## src/rtl/uart_pkg.sv

```systemverilog
// Shared UART definitions: parity modes, transmitter states and the baud divisor helper.
package uart_pkg;

  typedef enum logic [1:0] {PAR_NONE, PAR_EVEN, PAR_ODD} parity_e;

  typedef enum logic [2:0] {IDLE, START, DATA, PARITY, STOP} tx_state_e;

  // Nearest-integer clocks per bit.
  function automatic int baud_div(input int clk_hz, input int baud);
    return (clk_hz + baud / 2) / baud;
  endfunction

endpackage

```

## src/rtl/uart_tx_frame_if.sv

```systemverilog
// Producer-side valid/ready handshake carrying one UART payload word.
interface uart_tx_frame_if #(
  parameter int DATA_BITS = 8
) ();
  logic [DATA_BITS-1:0] tx_data;
  logic                 tx_valid;
  logic                 tx_ready;

  modport master (output tx_data, output tx_valid, input tx_ready);
  modport slave  (input tx_data, input tx_valid, output tx_ready);
endinterface

```

## src/rtl/uart_baud_gen.sv

```systemverilog
// Bit-period counter: free-running modulo DIV, synchronously clearable, tick on the last count.
module uart_baud_gen #(
  parameter int DIV = 868
) (
  input  logic clk,
  input  logic reset_n,
  input  logic clear,
  output logic tick
);
  localparam int CW = (DIV > 2) ? $clog2(DIV) : 1;

  logic [CW-1:0] cnt;

  assign tick = (cnt == CW'(DIV - 1));

  always_ff @(posedge clk or negedge reset_n) begin
    if (!reset_n) begin
      cnt <= '0;
    end else if (clear || tick) begin
      cnt <= '0;
    end else begin
      cnt <= cnt + 1'b1;
    end
  end
endmodule

```

## src/rtl/uart_tx_frame.sv

```systemverilog
// Parametrised UART transmitter: start, LSB-first data, optional parity, 1-2 stop bits,
// with zero-gap chaining when a new word is offered on the last stop cycle.
module uart_tx_frame
  import uart_pkg::*;
#(
  parameter int      CLK_HZ    = 100_000_000,
  parameter int      BAUD      = 115_200,
  parameter int      DATA_BITS = 8,
  parameter parity_e PARITY    = PAR_NONE,
  parameter int      STOP_BITS = 1
) (
  input  logic           clk,
  input  logic           reset_n,
  uart_tx_frame_if.slave bus,
  output logic           tx,
  output logic           busy,
  output logic           tx_done
);
  localparam int DIV = baud_div(CLK_HZ, BAUD);
  localparam int BW  = $clog2(DATA_BITS);

  if (DATA_BITS < 5 || DATA_BITS > 9) begin : g_bad_data_bits
    $error("uart_tx_frame: DATA_BITS must be 5..9");
  end
  if (STOP_BITS < 1 || STOP_BITS > 2) begin : g_bad_stop_bits
    $error("uart_tx_frame: STOP_BITS must be 1 or 2");
  end
  if (DIV < 2) begin : g_bad_div
    $error("uart_tx_frame: baud divisor must be at least 2");
  end

  tx_state_e            state, state_n;
  logic [BW-1:0]        bit_cnt;
  logic                 stop_cnt;
  logic [DATA_BITS-1:0] shift_q, shift_n;
  logic                 par_q;
  logic                 tx_q, tx_n;
  logic                 tick, accept, last_stop, frame_end;

  uart_baud_gen #(.DIV(DIV)) u_baud (
    .clk     (clk),
    .reset_n (reset_n),
    .clear   (accept),
    .tick    (tick)
  );

  assign last_stop    = (stop_cnt == 1'(STOP_BITS - 1));
  assign frame_end    = (state == STOP) && last_stop && tick;
  assign bus.tx_ready = (state == IDLE) || frame_end;
  assign accept       = bus.tx_valid && bus.tx_ready;
  assign busy         = (state != IDLE);
  assign tx_done      = frame_end;
  assign tx           = tx_q;

  // The line level is derived from the next state so tx changes on the same edge as the state.
  always_comb begin
    state_n = state;
    shift_n = shift_q;
    tx_n    = 1'b1;
    if (accept) begin
      shift_n = bus.tx_data;
    end else if (state == DATA && tick) begin
      shift_n = shift_q >> 1;
    end
    case (state)
      IDLE:   if (accept) state_n = START;
      START:  if (tick) state_n = DATA;
      DATA:   if (tick && bit_cnt == BW'(DATA_BITS - 1))
                state_n = (PARITY == PAR_NONE) ? STOP : uart_pkg::PARITY;
      uart_pkg::PARITY: if (tick) state_n = STOP;
      STOP:   if (frame_end) state_n = accept ? START : IDLE;
      default: state_n = IDLE;
    endcase
    case (state_n)
      START:            tx_n = 1'b0;
      DATA:             tx_n = shift_n[0];
      uart_pkg::PARITY: tx_n = par_q;
      default:          tx_n = 1'b1;
    endcase
  end

  always_ff @(posedge clk or negedge reset_n) begin
    if (!reset_n) begin
      state    <= IDLE;
      bit_cnt  <= '0;
      stop_cnt <= 1'b0;
      tx_q     <= 1'b1;
    end else begin
      state <= state_n;
      tx_q  <= tx_n;
      if (accept) begin
        bit_cnt  <= '0;
        stop_cnt <= 1'b0;
      end else if (tick) begin
        if (state == DATA && bit_cnt != BW'(DATA_BITS - 1)) bit_cnt <= bit_cnt + 1'b1;
        if (state == STOP && !last_stop) stop_cnt <= 1'b1;
      end
    end
  end

  always_ff @(posedge clk) begin
    shift_q <= shift_n;
    if (accept) par_q <= (PARITY == PAR_ODD) ? ~^bus.tx_data : ^bus.tx_data;
  end
endmodule

```

## src/flat_wrapper.sv

```systemverilog
// flat-port wrapper written by rule: the top's interface ports become plain ports
module uart_tx_frame_flat import uart_pkg::*;
#(
  parameter int      CLK_HZ    = 100_000_000,
  parameter int      BAUD      = 115_200,
  parameter int      DATA_BITS = 8,
  parameter parity_e PARITY    = PAR_NONE,
  parameter int      STOP_BITS = 1
)
  (clk, reset_n, tx, busy, tx_done, bus_tx_data, bus_tx_valid, bus_tx_ready);
  uart_tx_frame_if #(.DATA_BITS(DATA_BITS)) bus_i ();
  input  logic clk;
  input  logic reset_n;
  output logic tx;
  output logic busy;
  output logic tx_done;
  input wire logic [$bits(bus_i.tx_data)-1:0] bus_tx_data;
  input wire logic [$bits(bus_i.tx_valid)-1:0] bus_tx_valid;
  output wire logic [$bits(bus_i.tx_ready)-1:0] bus_tx_ready;
  assign bus_i.tx_data = bus_tx_data;
  assign bus_i.tx_valid = bus_tx_valid;
  assign bus_tx_ready = bus_i.tx_ready;
  uart_tx_frame #(.CLK_HZ(CLK_HZ), .BAUD(BAUD), .DATA_BITS(DATA_BITS), .PARITY(PARITY), .STOP_BITS(STOP_BITS)) u_core (.clk(clk), .reset_n(reset_n), .bus(bus_i), .tx(tx), .busy(busy), .tx_done(tx_done));
endmodule
```

## config.mk

```make
export PLATFORM = sky130hd
export DESIGN_NAME = uart_tx_frame_flat
export DESIGN_NICKNAME = d
export VERILOG_FILES = /design/src/rtl/uart_pkg.sv /design/src/rtl/uart_tx_frame_if.sv /design/src/rtl/uart_baud_gen.sv /design/src/rtl/uart_tx_frame.sv /design/src/flat_wrapper.sv
export SDC_FILE = /design/constraint.sdc
export NUM_CORES = 1
export LEC_CHECK = 0
export BUFFER_PORTS_ARGS = -buffer_cell sky130_fd_sc_hd__clkbuf_2
export CAP_MARGIN = 20
export CORE_ASPECT_RATIO = 1.4
export CORE_MARGIN = 5
export CORE_UTILIZATION = 45
export DETAILED_ROUTE_END_ITERATION = 8
export PLACE_DENSITY = 0.75
export RECOVER_POWER = 100
export SLEW_MARGIN = 20
export SYNTH_ARGS = -nofsm -noshare
export SYNTH_HDL_FRONTEND = slang
export SYNTH_SLANG_ARGS = --single-unit
```

## constraint.sdc

```tcl
create_clock -name clk -period 2.34 [get_ports clk]
set_input_delay 0 -clock clk [delete_from_list [all_inputs] [get_ports clk]]
set_output_delay 0 -clock clk [all_outputs]
set_load 0.03 [all_outputs]
```

==> results of run 1 <==
-- kinds of logic (layout without fill, tap and decap cells) --
| kind of cell | Yosys count | after routing | share of synthesized area |
|---|---|---|---|
| mux | 3 | 3 | 0.0218 |
| buf+inv | 5 | 26 | 0.0218 |
| fa+ha+maj | 3 | 3 | 0.0273 |
| compound gates | 15 | 15 | 0.0899 |
| xor+xnor | 16 | 16 | 0.102 |
| flops | 27 | 27 | 0.517 |
| simple gates | 49 | 49 | 0.221 |
-- where the power goes --
part	switching, mW	internal (mW)
Clock	0.151	0.121
Sequential	0.0622	0.551
Combinational	0.108	0.114
-- final cells by class --
cell class,instances,share of cell area
Multi-Input combinational cell,86,0.411
Tap cell,37,0.0295
Inverter,3,0.00718
Clock inverter,1,0.00479
Sequential cell,27,0.454
Timing Repair Buffer,19,0.0670
Clock buffer,3,0.0263
-- worst register-to-register path, stage by stage, from the launching register on --
cell	delay, ns
sky130_fd_sc_hd__dfrtp_1	0.41
sky130_fd_sc_hd__ha_1	0.21
sky130_fd_sc_hd__or3b_4	0.43
sky130_fd_sc_hd__or3_4	0.40
sky130_fd_sc_hd__nor3_2	0.33
sky130_fd_sc_hd__mux2i_1	0.23
sky130_fd_sc_hd__nor2_1	0.05
-- repair_timing --
action	in CTS	in global routing
gates cloned	0	0
hold endpoints to repair	19	0
pin swaps	0	0
buffers inserted	0	0
hold buffers	2	0
gates resized for setup	1	1
endpoints found under the setup margin	1	10
-- per-stage QoR --
step / util / setup WS [ns]
2_1_floorplan: - / 0.295
3_3_place_gp: 0.517 / 0.210
3_5_place_dp: 0.517 / 0.0849
4_1_cts: 0.543 / 0.0887
5_1_grt: 0.539 / 0.0254
6_report: 0.539 / 0.126
-- how the worst max path moves through the flow --
| stage | slack (ns) | to | start |
|---|---|---|---|
| 2_1_floorplan | 0.30 | tx_done | u_core.u_baud.cnt[0]$_DFF_PN0_ |
| 3_3_place_gp | 0.21 | u_core.bit_cnt[2]$_DFFE_PN0P_ | u_core.u_baud.cnt[0]$_DFF_PN0_ |
| 3_5_place_dp | 0.08 | u_core.shift_q[4]$_DFFE_PP_ | u_core.u_baud.cnt[0]$_DFF_PN0_ |
| 4_1_cts | 0.09 | bus_tx_ready | u_core.u_baud.cnt[0]$_DFF_PN0_ |
| 5_1_grt | 0.03 | tx_done | u_core.u_baud.cnt[0]$_DFF_PN0_ |
| 6_report | 0.13 | tx_done | u_core.u_baud.cnt[0]$_DFF_PN0_ |
-- sequential cells by signal, summed over array words and instances, names as in the netlist --
signal,flops
u_core.state,3
u_core.u_baud.cnt,10
u_core.shift_q,8
u_core.stop_cnt,1
u_core.tx,1
u_core.bit_cnt,3
u_core.par_q,1
-- cell usage in the layout (no fill, tap or decap), types with 2 or more instances in the layout --
| master | Yosys | final |
|---|---|---|
| sky130_fd_sc_hd__a22o_1 | 6 | 6 |
| sky130_fd_sc_hd__o31ai_1 | 2 | 2 |
| sky130_fd_sc_hd__nand2_1 | 6 | 6 |
| sky130_fd_sc_hd__dfrtp_1 | 17 | 17 |
| sky130_fd_sc_hd__clkbuf_2 | 0 | 11 |
| sky130_fd_sc_hd__xor2_1 | 4 | 4 |
| sky130_fd_sc_hd__clkbuf_1 | 0 | 4 |
| sky130_fd_sc_hd__nand3_1 | 4 | 4 |
| sky130_fd_sc_hd__and2_1 | 3 | 3 |
| sky130_fd_sc_hd__edfxtp_1 | 8 | 8 |
| sky130_fd_sc_hd__dlygate4sd3_1 | 0 | 2 |
| sky130_fd_sc_hd__ha_1 | 3 | 3 |
| sky130_fd_sc_hd__or3b_4 | 2 | 2 |
| sky130_fd_sc_hd__mux2i_1 | 3 | 3 |
| sky130_fd_sc_hd__clkbuf_8 | 0 | 3 |
| sky130_fd_sc_hd__xnor2_1 | 12 | 12 |
| sky130_fd_sc_hd__inv_1 | 3 | 3 |
| sky130_fd_sc_hd__nor2_1 | 19 | 19 |
-- layer usage --
metal / vias to the layer above / track usage
met5: - / 0
met4: 0 / 0.0670
met3: 5 / 0.0288
met2: 18 / 0.253
met1: 472 / 0.149
li1: 461 / -
==> Flow_metrics.wiki, run 1 <==
{| class="wikitable"
! Metric !! Value
|-
| Lkg Pwr || 0.662 nW
|-
| Critical path's top delay family || simple AND/OR/NAND/NOR gates
|-
| Ratio of cells with drive above 1 in the final layout || 0.223
|-
| Count of cell instances traversed by the critical path || 5
|-
| Count of final hold-check violations || 0
|-
| Area share of the largest cell type after synthesis || 0.309
|-
| ANT cells || 0
|-
| Power Density || between 700 and 800 mW/mm2
|-
| Initial antenna violation count || 0
|-
| Biggest area consumer among synthesized cells || sky130_fd_sc_hd__dfrtp_1
|-
| Setup_tns || 0 ns
|-
| Number of maximum-capacitance constraint violations || 0
|-
| Total power || between 1 and 1.5 mW
|-
| Met3 wire len || 101 um
|-
| Critical Path RT || about 2.3 ns
|-
| Area after DPL || ~0.0015 mm2
|-
| Crit Path Category || reg -> out
|-
| Detail-routed via count per cell || about 5.4
|-
| Share of synthesized registers carrying an async set or reset || 0.667
|-
| Setup repair after global routing missed its margin || no
|-
| Max transition margin || 0.368
|-
| Yosys warning total || 0
|-
| Startpoint of the most critical hold path || bus_tx_data[7]
|-
| Crit path largest cell delay || approximately 0.43 ns
|-
| Total vias in the final route || 956
|-
| Antenna Nets Post-Route || 0
|-
| Largest net degree at the start of global routing || 19
|-
| Die footprint || 0.00428 mm2
|-
| Core Area || 0.00291 mm2
|-
| Post-route minimum period || 2.21 ns
|-
| Cell count after synthesis || 118
|-
| Post-synth design cell area || ~0.0014 mm2
|-
| Vias in the first global route || 1,019
|-
| Area taken by flip-flops and latches || between 700 and 800 um2
|-
| Worst skew pair latency || 0.28 ns
|-
| Deepest clock path buffer count || 2
|-
| Number of violations reported at the end of detailed-routing iteration 0 || 28
|-
| Final Hold Slack || approximately 0.026 ns
|-
| FF-to-FF Start || u_core.u_baud.cnt[0]$_DFF_PN0_
|-
| IO buf count || 14
|-
| Arrival @ worst endpoint || 2.21 ns
|-
| Total area of multi-input combinational cells || around 640 um2
|-
| Worst min-delay path endpoint || u_core.shift_q[7]$_DFFE_PP_
|-
| Detailed-route wire length on metal 1 || 977 um
|-
| Depth of the worst hold-timing path || 2
|-
| Total detailed-routing wirelength || 2.51 mm
|-
| Run status || completed
|-
| Yosys reg bits || 27
|-
| Die width || 56.8 um
|-
| Cell at the root of the clock tree || sky130_fd_sc_hd__clkbuf_8
|-
| Leading cell type by number of instances after synthesis || sky130_fd_sc_hd__nor2_1
|-
| Worst Skew || 0.0163 ns
|-
| CTS tree || done
|-
| Grt total ovfl || 0
|-
| Worst path bufs/invs || 1
|-
| Die Span Y || 75.5 um
|-
| Top FF cell, synth || sky130_fd_sc_hd__dfrtp_1
|-
| Number of H-tree levels || 1
|-
| Max-slew violation count || 0
|-
| Category of the worst setup path capture point || output pin
|-
| Final instance area || 0.00157 mm2
|-
| Number of cells in the finished layout apart from fillers || 176
|-
| Critical-path top delay cell || sky130_fd_sc_hd__or3b_4
|-
| Final Wtd Congestion || 0.773
|-
| Sequential element share of the synthesized area || 0.517
|-
| Final routed wire length divided by cell count || between 10 and 15 um
|-
| Global Route Usage Sum || 0.137
|-
| Average instance area after synthesis || 11.7 um2
|-
| Synth-to-layout area growth || 13.8%
|-
| Worst setup slack for register-to-register paths || 0.19 ns
|-
| Ports || 15
|-
| Top metal layer carrying routed signals || met4
|-
| Largest fanout on the critical path || 8
|-
| Type of element launching the critical path || flip-flop
|-
| Fillers || 259
|-
| Net count after synthesis || 132
|-
| Count of TritonRoute iterations in the first routing pass || 4
|-
| Sink Count || 27
|-
| Met2 layer wire length in the routed design || 1.38 mm
|-
| Worst flop-to-flop path endpoint || u_core.bit_cnt[1]$_DFFE_PN0P_
|-
| Post-detail-place hpwl || 1.92 mm
|-
| Cell types with the largest area share after synthesis || sky130_fd_sc_hd__dfrtp_1 31%, sky130_fd_sc_hd__edfxtp_1 17%, sky130_fd_sc_hd__xnor2_1 7.6%
|-
| Clock-pin transition on the worst setup and hold timing paths || 0.10 ns
|-
| Final routed DRC violation total || 0
|-
| Fraction of the cycle the final worst path needs || 0.946
|-
| Number of distinct library cell variants in the gate-level netlist after synthesis || 40
|-
| Commonest cells post-synth || 19 x sky130_fd_sc_hd__nor2_1, 17 x sky130_fd_sc_hd__dfrtp_1, 12 x sky130_fd_sc_hd__xnor2_1
|-
| Global-route wire length before repair || 4.46 mm
|-
| Worst supply voltage drop on vdd || 0.370 mV
|-
| Clock buffer count from CTS || 3
|-
| Site Rows || 23
|-
| Worst-path cell chain || ha_1 > or3b_4 > or3_4 > nor4b_2 > clkbuf_2
|-
| Maximum frequency from static timing analysis || 452 MHz
|-
| Setup violations, final || 0
|-
| Net count reported at finish || 154
|-
| Worst slew pin tran || 0.948 ns
|-
| Number of placed instances, taps included || 170
|-
| Starting utilization of the core area || 0.474
|-
| Worst hold-check path type || in -> reg
|-
| Depth of the most critical reg-to-reg path || 6
|-
| EDFF count, synth || 8
|}
(Power assumes the default switching activity.)
==> inputs of run 2 (changes only) <==
Settings changed: SETUP_SLACK_MARGIN from default to 0.4.
==> run 2 against run 1 <==
Clock skew shrank 0.013 ns. Clock power shrank 1%. Combinational power grew 22%. Final cell count grew 5.7%.
==> Flow_metrics.wiki, run 2 (synthesis gave the netlist of run 1 again) <==
{| class="wikitable"
! Metric !! Value
|-
| Setup violations, final || 0 (unchanged)
|-
| Ports || 15 (unchanged)
|-
| CTS tree || done
|-
| Maximum frequency from static timing analysis || 463 MHz (+2.5%)
|-
| Clock-pin transition on the worst setup and hold timing paths || 0.09 ns (about the same)
|-
| Initial antenna violation count || 0 (unchanged)
|-
| Most frequent standard cell in the layout excluding fill and tap cells || sky130_fd_sc_hd__nor2_1
|-
| Crit Path Category || reg -> reg
|-
| Synth-to-layout area growth || 22.0%
|-
| Cell at the root of the clock tree || sky130_fd_sc_hd__clkbuf_8
|-
| Final Wtd Congestion || 0.861 (+11%)
|-
| Number of placed instances, taps included || 170 (unchanged)
|-
| Type of element launching the critical path || flip-flop
|-
| Max-slew violation count || 0 (unchanged)
|-
| Max transition margin || 0.349 (-0.0191)
|-
| Arrival @ worst endpoint || 2.33 ns (+0.12 ns)
|-
| Deepest clock path buffer count || 2 (unchanged)
|-
| Total area of multi-input combinational cells || 671 um2 (+4.1%)
|-
| Worst min-delay path endpoint || u_core.shift_q[4]$_DFFE_PP_
|-
| Most used cells in the layout excluding fill and tap cells || 19 x sky130_fd_sc_hd__nor2_1, 17 x sky130_fd_sc_hd__dfrtp_1, 12 x sky130_fd_sc_hd__xnor2_1
|-
| Die width || 56.8 um (unchanged)
|-
| Depth of the worst hold-timing path || 2 (unchanged)
|-
| Final core utilization || 0.578 (+0.0387)
|-
| Net count reported at finish || 164 (+6.5%)
|-
| Total vias in the final route || 997 (+4.3%)
|-
| FF-to-FF Start || u_core.u_baud.cnt[1]$_DFF_PN0_
|-
| Clock buffer count from CTS || 3 (unchanged)
|-
| Global Route Usage Sum || 0.134 (-0.00299)
|-
| Fraction of the cycle the final worst path needs || 0.923 (-0.0230)
|-
| ANT cells || 0 (unchanged)
|-
| Smallest setup slack after layout || 0.179 ns (+0.0537 ns)
|-
| Flip-flop count of the largest register after layout || 10 (unchanged)
|-
| Detail-routed via count per cell || 5.36 (-1.3%)
|-
| Worst supply voltage drop on vdd || 0.344 mV (-6.9%)
|-
| Depth of the most critical reg-to-reg path || 7 (+1)
|-
| Grt total ovfl || 0 (unchanged)
|-
| Count of final hold-check violations || 0 (unchanged)
|-
| Final routed wire length divided by cell count || 14.6 um (+2.3%)
|-
| Site Rows || 23 (unchanged)
|-
| IO buf count || 14 (unchanged)
|-
| Starting utilization of the core area || 0.474 (unchanged)
|-
| Fillers || 252 (-2.7%)
|-
| Worst setup slack for register-to-register paths || 0.18 ns (about the same)
|-
| Power Density || 683 mW/mm2 (-3.1%)
|-
| Worst skew pair latency || 0.27 ns (about the same)
|-
| Die footprint || 0.00428 mm2 (unchanged)
|-
| Largest net degree at the start of global routing || 19 (unchanged)
|-
| Category of the worst setup path capture point || flip-flop
|-
| Total detailed-routing wirelength || 2.72 mm (+8.1%)
|-
| Post-detail-place hpwl || 1.84 mm (-4.2%)
|-
| Largest fanout on the critical path || 4 (-4)
|-
| Setup repair after global routing missed its margin || yes
|-
| Area taken by flip-flops and latches || 712 um2 (unchanged)
|-
| Number of maximum-capacitance constraint violations || 0 (unchanged)
|-
| Number of cells in the finished layout apart from fillers || 186 (+5.7%)
|-
| Worst hold-check path type || in -> reg
|-
| Count of TritonRoute iterations in the first routing pass || 4 (unchanged)
|-
| Core Area || 0.00291 mm2 (unchanged)
|-
| Die Span Y || 75.5 um (unchanged)
|-
| Worst Skew || 0.00343 ns (-0.0129 ns)
|-
| Setup_tns || 0 ns (unchanged)
|-
| Antenna Nets Post-Route || 0 (unchanged)
|-
| Final routed DRC violation total || 0 (unchanged)
|-
| Register with the most flip-flops || u_core.u_baud.cnt
|-
| Run status || completed
|-
| Critical Path RT || 2.51 ns (+0.17 ns)
|-
| Number of violations reported at the end of detailed-routing iteration 0 || 13 (-54%)
|-
| Startpoint of the most critical hold path || bus_tx_data[4]
|-
| Top flop regs || u_core.u_baud.cnt (10), u_core.shift_q (8)
|-
| Number of H-tree levels || 1 (unchanged)
|-
| Vias in the first global route || 1,037 (+1.8%)
|-
| Lkg Pwr || 0.710 nW (+7.2%)
|-
| Sink Count || 27 (unchanged)
|-
| Worst flop-to-flop path endpoint || u_core.bit_cnt[1]$_DFFE_PN0P_
|-
| Post-route minimum period || 2.16 ns (-0.0537 ns)
|-
| Worst slew pin tran || 0.977 ns (+0.0286 ns)
|-
| Worst slack at placement || 0.207 ns (+0.122 ns)
|-
| Global-route wire length before repair || 4.44 mm (-0.63%)
|-
| Final Hold Slack || 0.0530 ns (+0.0267 ns)
|-
| Ratio of cells with drive above 1 in the final layout || 0.268 (+0.0454)
|}
==> run 2: cell types whose count changed in the layout (fill, tap and decap cells not counted), moves of 2 or more <==
cell	previous run	this run
sky130_fd_sc_hd__clkbuf_2	11	9
sky130_fd_sc_hd__buf_6	0	2
sky130_fd_sc_hd__clkbuf_1	4	6
sky130_fd_sc_hd__buf_4	1	8
==> run 2: area by class of cell <==
class	count	share of cell area
clock inverter	1	0.00447
sequential	27	0.424
tap	37	0.0276
multi-input combinational	86	0.399
timing repair buffer	29	0.114
inverter	3	0.00670
clock buffer	3	0.0246
==> run 2: through the flow <==
step / total power, mW / instance area [um2]
finish: 1.15 / 1680
global route: 1.21 / 1680
CTS: 1.14 / 1650
detailed placement: 0.842 / 1520
global placement: 0.833 / 1520
floorplan: 0.784 / 1400
==> run 2: worst max path at each step <==
stage	startpoint	end
6_report	u_core.u_baud.cnt[1]$_DFF_PN0_	u_core.bit_cnt[1]$_DFFE_PN0P_
5_1_grt	u_core.u_baud.cnt[1]$_DFF_PN0_	u_core.bit_cnt[1]$_DFFE_PN0P_
4_1_cts	u_core.u_baud.cnt[1]$_DFF_PN0_	tx_done
3_5_place_dp	u_core.u_baud.cnt[0]$_DFF_PN0_	u_core.bit_cnt[1]$_DFFE_PN0P_
3_3_place_gp	u_core.u_baud.cnt[0]$_DFF_PN0_	u_core.bit_cnt[1]$_DFFE_PN0P_
2_1_floorplan	u_core.u_baud.cnt[0]$_DFF_PN0_	u_core.bit_cnt[1]$_DFFE_PN0P_
==> run 2: metal layers <==
layer	global-route usage	vias to the layer above	wire, um
li1	-	480	-
met2	0.252	22	1450
met1	0.144	482	1060
met5	0	-	0
met4	0.0696	0	120
met3	0.0220	13	84
==> run 2: repair_timing <==
item / CTS / global route
pin swaps: 2 / 11
hold endpoints to repair: 18 / 0
hold buffers: 2 / 0
setup buffers: 5 / 5
setup endpoints to repair: 30 / 33
resized for setup: 4 / 13
==> run 2: report_power, final <==
part	switching [mW]	leakage, nW	internal (mW)
combinational	0.126	0.365	0.143
clock	0.148	0.0217	0.121
sequential	0.0602	0.323	0.550
==> run 2: critical path, stage by stage (launching register included) <==
cell                       delay (ns)
sky130_fd_sc_hd__dfrtp_1         0.37
sky130_fd_sc_hd__ha_1            0.21
sky130_fd_sc_hd__or3b_1          0.41
sky130_fd_sc_hd__or3_4           0.38
sky130_fd_sc_hd__clkbuf_2        0.12
sky130_fd_sc_hd__nor3_2          0.25
sky130_fd_sc_hd__mux2i_1         0.25
sky130_fd_sc_hd__nor2_1          0.06
==> inputs of run 3 (changes only) <==
Settings changed: CELL_PAD_IN_SITES_DETAIL_PLACEMENT from default to 1, CELL_PAD_IN_SITES_GLOBAL_PLACEMENT from default to 1, PLACE_DENSITY 0.75 to 0.87.
==> run 3 against run 2 <==
Design area grew 2.9%. Via count rose by 10%. Combinational power grew 25%. Global-route usage is 5.3 points higher. Maximum frequency down 6.9%. Count of clock-buffer cells in the layout increased by 1. Clock power down 3%. Power is 6.5% higher. Setup slack got worse by 0.16 ns. Non-clock buffer count up 3. Register-to-register slack got worse by 0.16 ns.
==> Flow_metrics.wiki, run 3 (synthesis gave the netlist of run 1 again) <==
{| class="wikitable"
! Metric !! Value
|-
| Run status || completed
|-
| IO buf count || 14 (unchanged)
|-
| Number of violations reported at the end of detailed-routing iteration 0 || 50 (+37)
|-
| Setup violations, final || 0 (unchanged)
|-
| Antenna Nets Post-Route || 0 (unchanged)
|-
| Final routed DRC violation total || 0 (unchanged)
|-
| Critical path's top delay family || simple AND/OR/NAND/NOR gates
|-
| Flop pwr share || 0.511 (-0.021)
|-
| Worst slack at placement || 0.161 ns (-0.0456 ns)
|-
| Final Hold Slack || 0.0705 ns (+0.0176 ns)
|-
| Fraction of the cycle the final worst path needs || 0.992 (+0.0683)
|-
| Flip-flop count of the largest register after layout || 10 (unchanged)
|-
| Post-detail-place hpwl || 2.44 mm (+33%)
|-
| Maximum frequency from static timing analysis || 431 MHz (-6.9%)
|-
| Site Rows || 23 (unchanged)
|-
| Number of placed instances, taps included || 169 (-0.59%)
|-
| Die width || 56.8 um (unchanged)
|-
| Type of element launching the critical path || flip-flop
|-
| Grt total ovfl || 0 (unchanged)
|-
| Net switching share of the total power || 0.311 (+0.0202)
|-
| CTS tree || done
|-
| Post-route minimum period || 2.32 ns (+0.160 ns)
|-
| Combinational Power Share || 0.275 (+0.041)
|-
| Largest net degree at the start of global routing || 19 (unchanged)
|-
| Crit Path Category || reg -> reg
|-
| Die Span Y || 75.5 um (unchanged)
|-
| Critical Path RT || 2.49 ns (-0.02 ns)
|-
| Clock network fraction of design power || 0.213 (-0.021)
|-
| Worst path bufs/invs || 1 (unchanged)
|-
| Clock-pin transition on the worst setup and hold timing paths || 0.09 ns (about the same)
|-
| Setup_tns || 0 ns (unchanged)
|-
| Critical-path top delay cell || sky130_fd_sc_hd__or3b_4
|-
| Arrival @ worst endpoint || 2.47 ns (+0.14 ns)
|-
| Worst skew pair latency || 0.27 ns (about the same)
|-
| Final routed wire length divided by cell count || 22.4 um (+53%)
|-
| Worst-path cell chain || ha_1 > or3b_4 > or3_4 > clkbuf_1 > nor3_4 > mux2i_1 > nor2_1
|-
| Ports || 15 (unchanged)
|-
| Setup repair after global routing missed its margin || yes
|-
| Initial antenna violation count || 0 (unchanged)
|-
| Cell at the root of the clock tree || sky130_fd_sc_hd__clkbuf_8
|-
| Category of the worst setup path capture point || flip-flop
|-
| Smallest setup slack after layout || 0.0194 ns (-0.160 ns)
|-
| Ratio of cells with drive above 1 in the final layout || 0.288 (+0.0191)
|-
| Power Density || 707 mW/mm2 (+3.5%)
|-
| ANT cells || 0 (unchanged)
|-
| Worst hold-check path type || in -> reg
|-
| Register with the most flip-flops || u_core.u_baud.cnt
|-
| Detail-routed via count per cell || 5.78 (+7.8%)
|-
| Total vias in the final route || 1,098 (+10%)
|-
| Core Area || 0.00291 mm2 (unchanged)
|-
| Max-slew violation count || 0 (unchanged)
|-
| Lkg Pwr || 0.728 nW (+2.6%)
|-
| Count of TritonRoute iterations in the first routing pass || 4 (unchanged)
|-
| Crit path largest cell delay || 0.42 ns (about the same)
|-
| Worst supply voltage drop on vdd || 0.364 mV (+5.9%)
|-
| Largest fanout on the critical path || 5 (+1)
|-
| Top flop regs || u_core.u_baud.cnt (10), u_core.shift_q (8)
|-
| Deepest clock path buffer count || 2 (unchanged)
|-
| Final Wtd Congestion || 0.801 (-6.9%)
|-
| Net Switching || 380 uW (+14%)
|-
| Net count reported at finish || 168 (+2.4%)
|-
| Total detailed-routing wirelength || 4.25 mm (+57%)
|-
| Number of maximum-capacitance constraint violations || 0 (unchanged)
|-
| Synth-to-layout area growth || 25.5%
|-
| Starting utilization of the core area || 0.474 (unchanged)
|-
| Number of cells in the finished layout apart from fillers || 190 (+2.2%)
|-
| Count of final hold-check violations || 0 (unchanged)
|-
| Clock buffer count from CTS || 3 (unchanged)
|-
| Worst slew pin tran || 1.02 ns (+0.0400 ns)
|-
| Sink Count || 27 (unchanged)
|-
| Vias in the first global route || 1,230 (+19%)
|-
| Worst Skew || 0.00189 ns (-0.00154 ns)
|-
| Internal Power || 843 uW (+3.5%)
|-
| Most frequent standard cell in the layout excluding fill and tap cells || sky130_fd_sc_hd__nor2_1
|-
| Global Route Usage Sum || 0.187 (+0.0532)
|-
| Global-route wire length before repair || 6.04 mm (+36%)
|-
| Max transition margin || 0.322 (-0.0267)
|-
| Die footprint || 0.00428 mm2 (unchanged)
|-
| Most used cells in the layout excluding fill and tap cells || 19 x sky130_fd_sc_hd__nor2_1, 17 x sky130_fd_sc_hd__dfrtp_1, 12 x sky130_fd_sc_hd__xnor2_1
|-
| Number of H-tree levels || 1 (unchanged)
|}
## run 3: metrics by stage
step,utilization,power (mW),cell area (um2)
after floorplan,-,0.784,1400
after global placement,0.521,0.832,1520
after detailed placement,0.521,0.862,1520
after CTS,0.571,1.17,1660
after global routing,0.595,1.28,1730
final,0.595,1.22,1730
## run 3: final timing paths
check                                               startpoint                             end  slack (ns)  cells after the start
worst max-delay path            u_core.u_baud.cnt[1]$_DFF_PN0_   u_core.bit_cnt[1]$_DFFE_PN0P_        0.02                      7
worst min-delay path                            bus_tx_data[6]     u_core.shift_q[6]$_DFFE_PP_        0.07                      2
worst max register to register  u_core.u_baud.cnt[1]$_DFF_PN0_   u_core.bit_cnt[1]$_DFFE_PN0P_        0.02                      7
worst min register to register          u_core.par_q$_DFFE_PP_             u_core.tx$_DFF_PN1_        0.52                      2
max in group asynchronous                              reset_n  u_core.u_baud.cnt[3]$_DFF_PN0_        1.31                      2
min in group asynchronous                              reset_n  u_core.u_baud.cnt[4]$_DFF_PN0_        0.42                      2
## run 3: repair_timing
action                                 CTS  global route
resized for setup                        4            17
buffers inserted                         8             5
gates cloned                             0             2
setup endpoints to repair               33            34
endpoints found under the hold margin   18             0
pin swaps                                3             8
hold buffers                             2             0
## run 3: final cells by class
type	instances	area, um2
well taps	37	46.3
inverters	3	11.3
fillers	311	1180
multi-input cells	87	707
flip-flops and latches	27	712
repair buffers	32	208
clock buffers	4	45.0
## run 3: power groups by stage
stage | sequential [mW] | combinational [mW] | clock (mW)
finish | 0.625 | 0.337 | 0.261
global route | 0.633 | 0.358 | 0.293
CTS | 0.616 | 0.290 | 0.268
detailed placement | 0.630 | 0.232 | 0
global placement | 0.621 | 0.211 | 0
floorplan | 0.611 | 0.173 | 0
## run 3: routing by layer
| layer | vias to the layer above | GRT usage | routed length (um) |
|---|---|---|---|
| met5 | - | 0 | 0 |
| met1 | 568 | 0.207 | 1700 |
| met2 | 24 | 0.356 | 2310 |
| li1 | 494 | - | - |
| met4 | 0 | 0.0876 | 138 |
| met3 | 12 | 0.0237 | 104 |
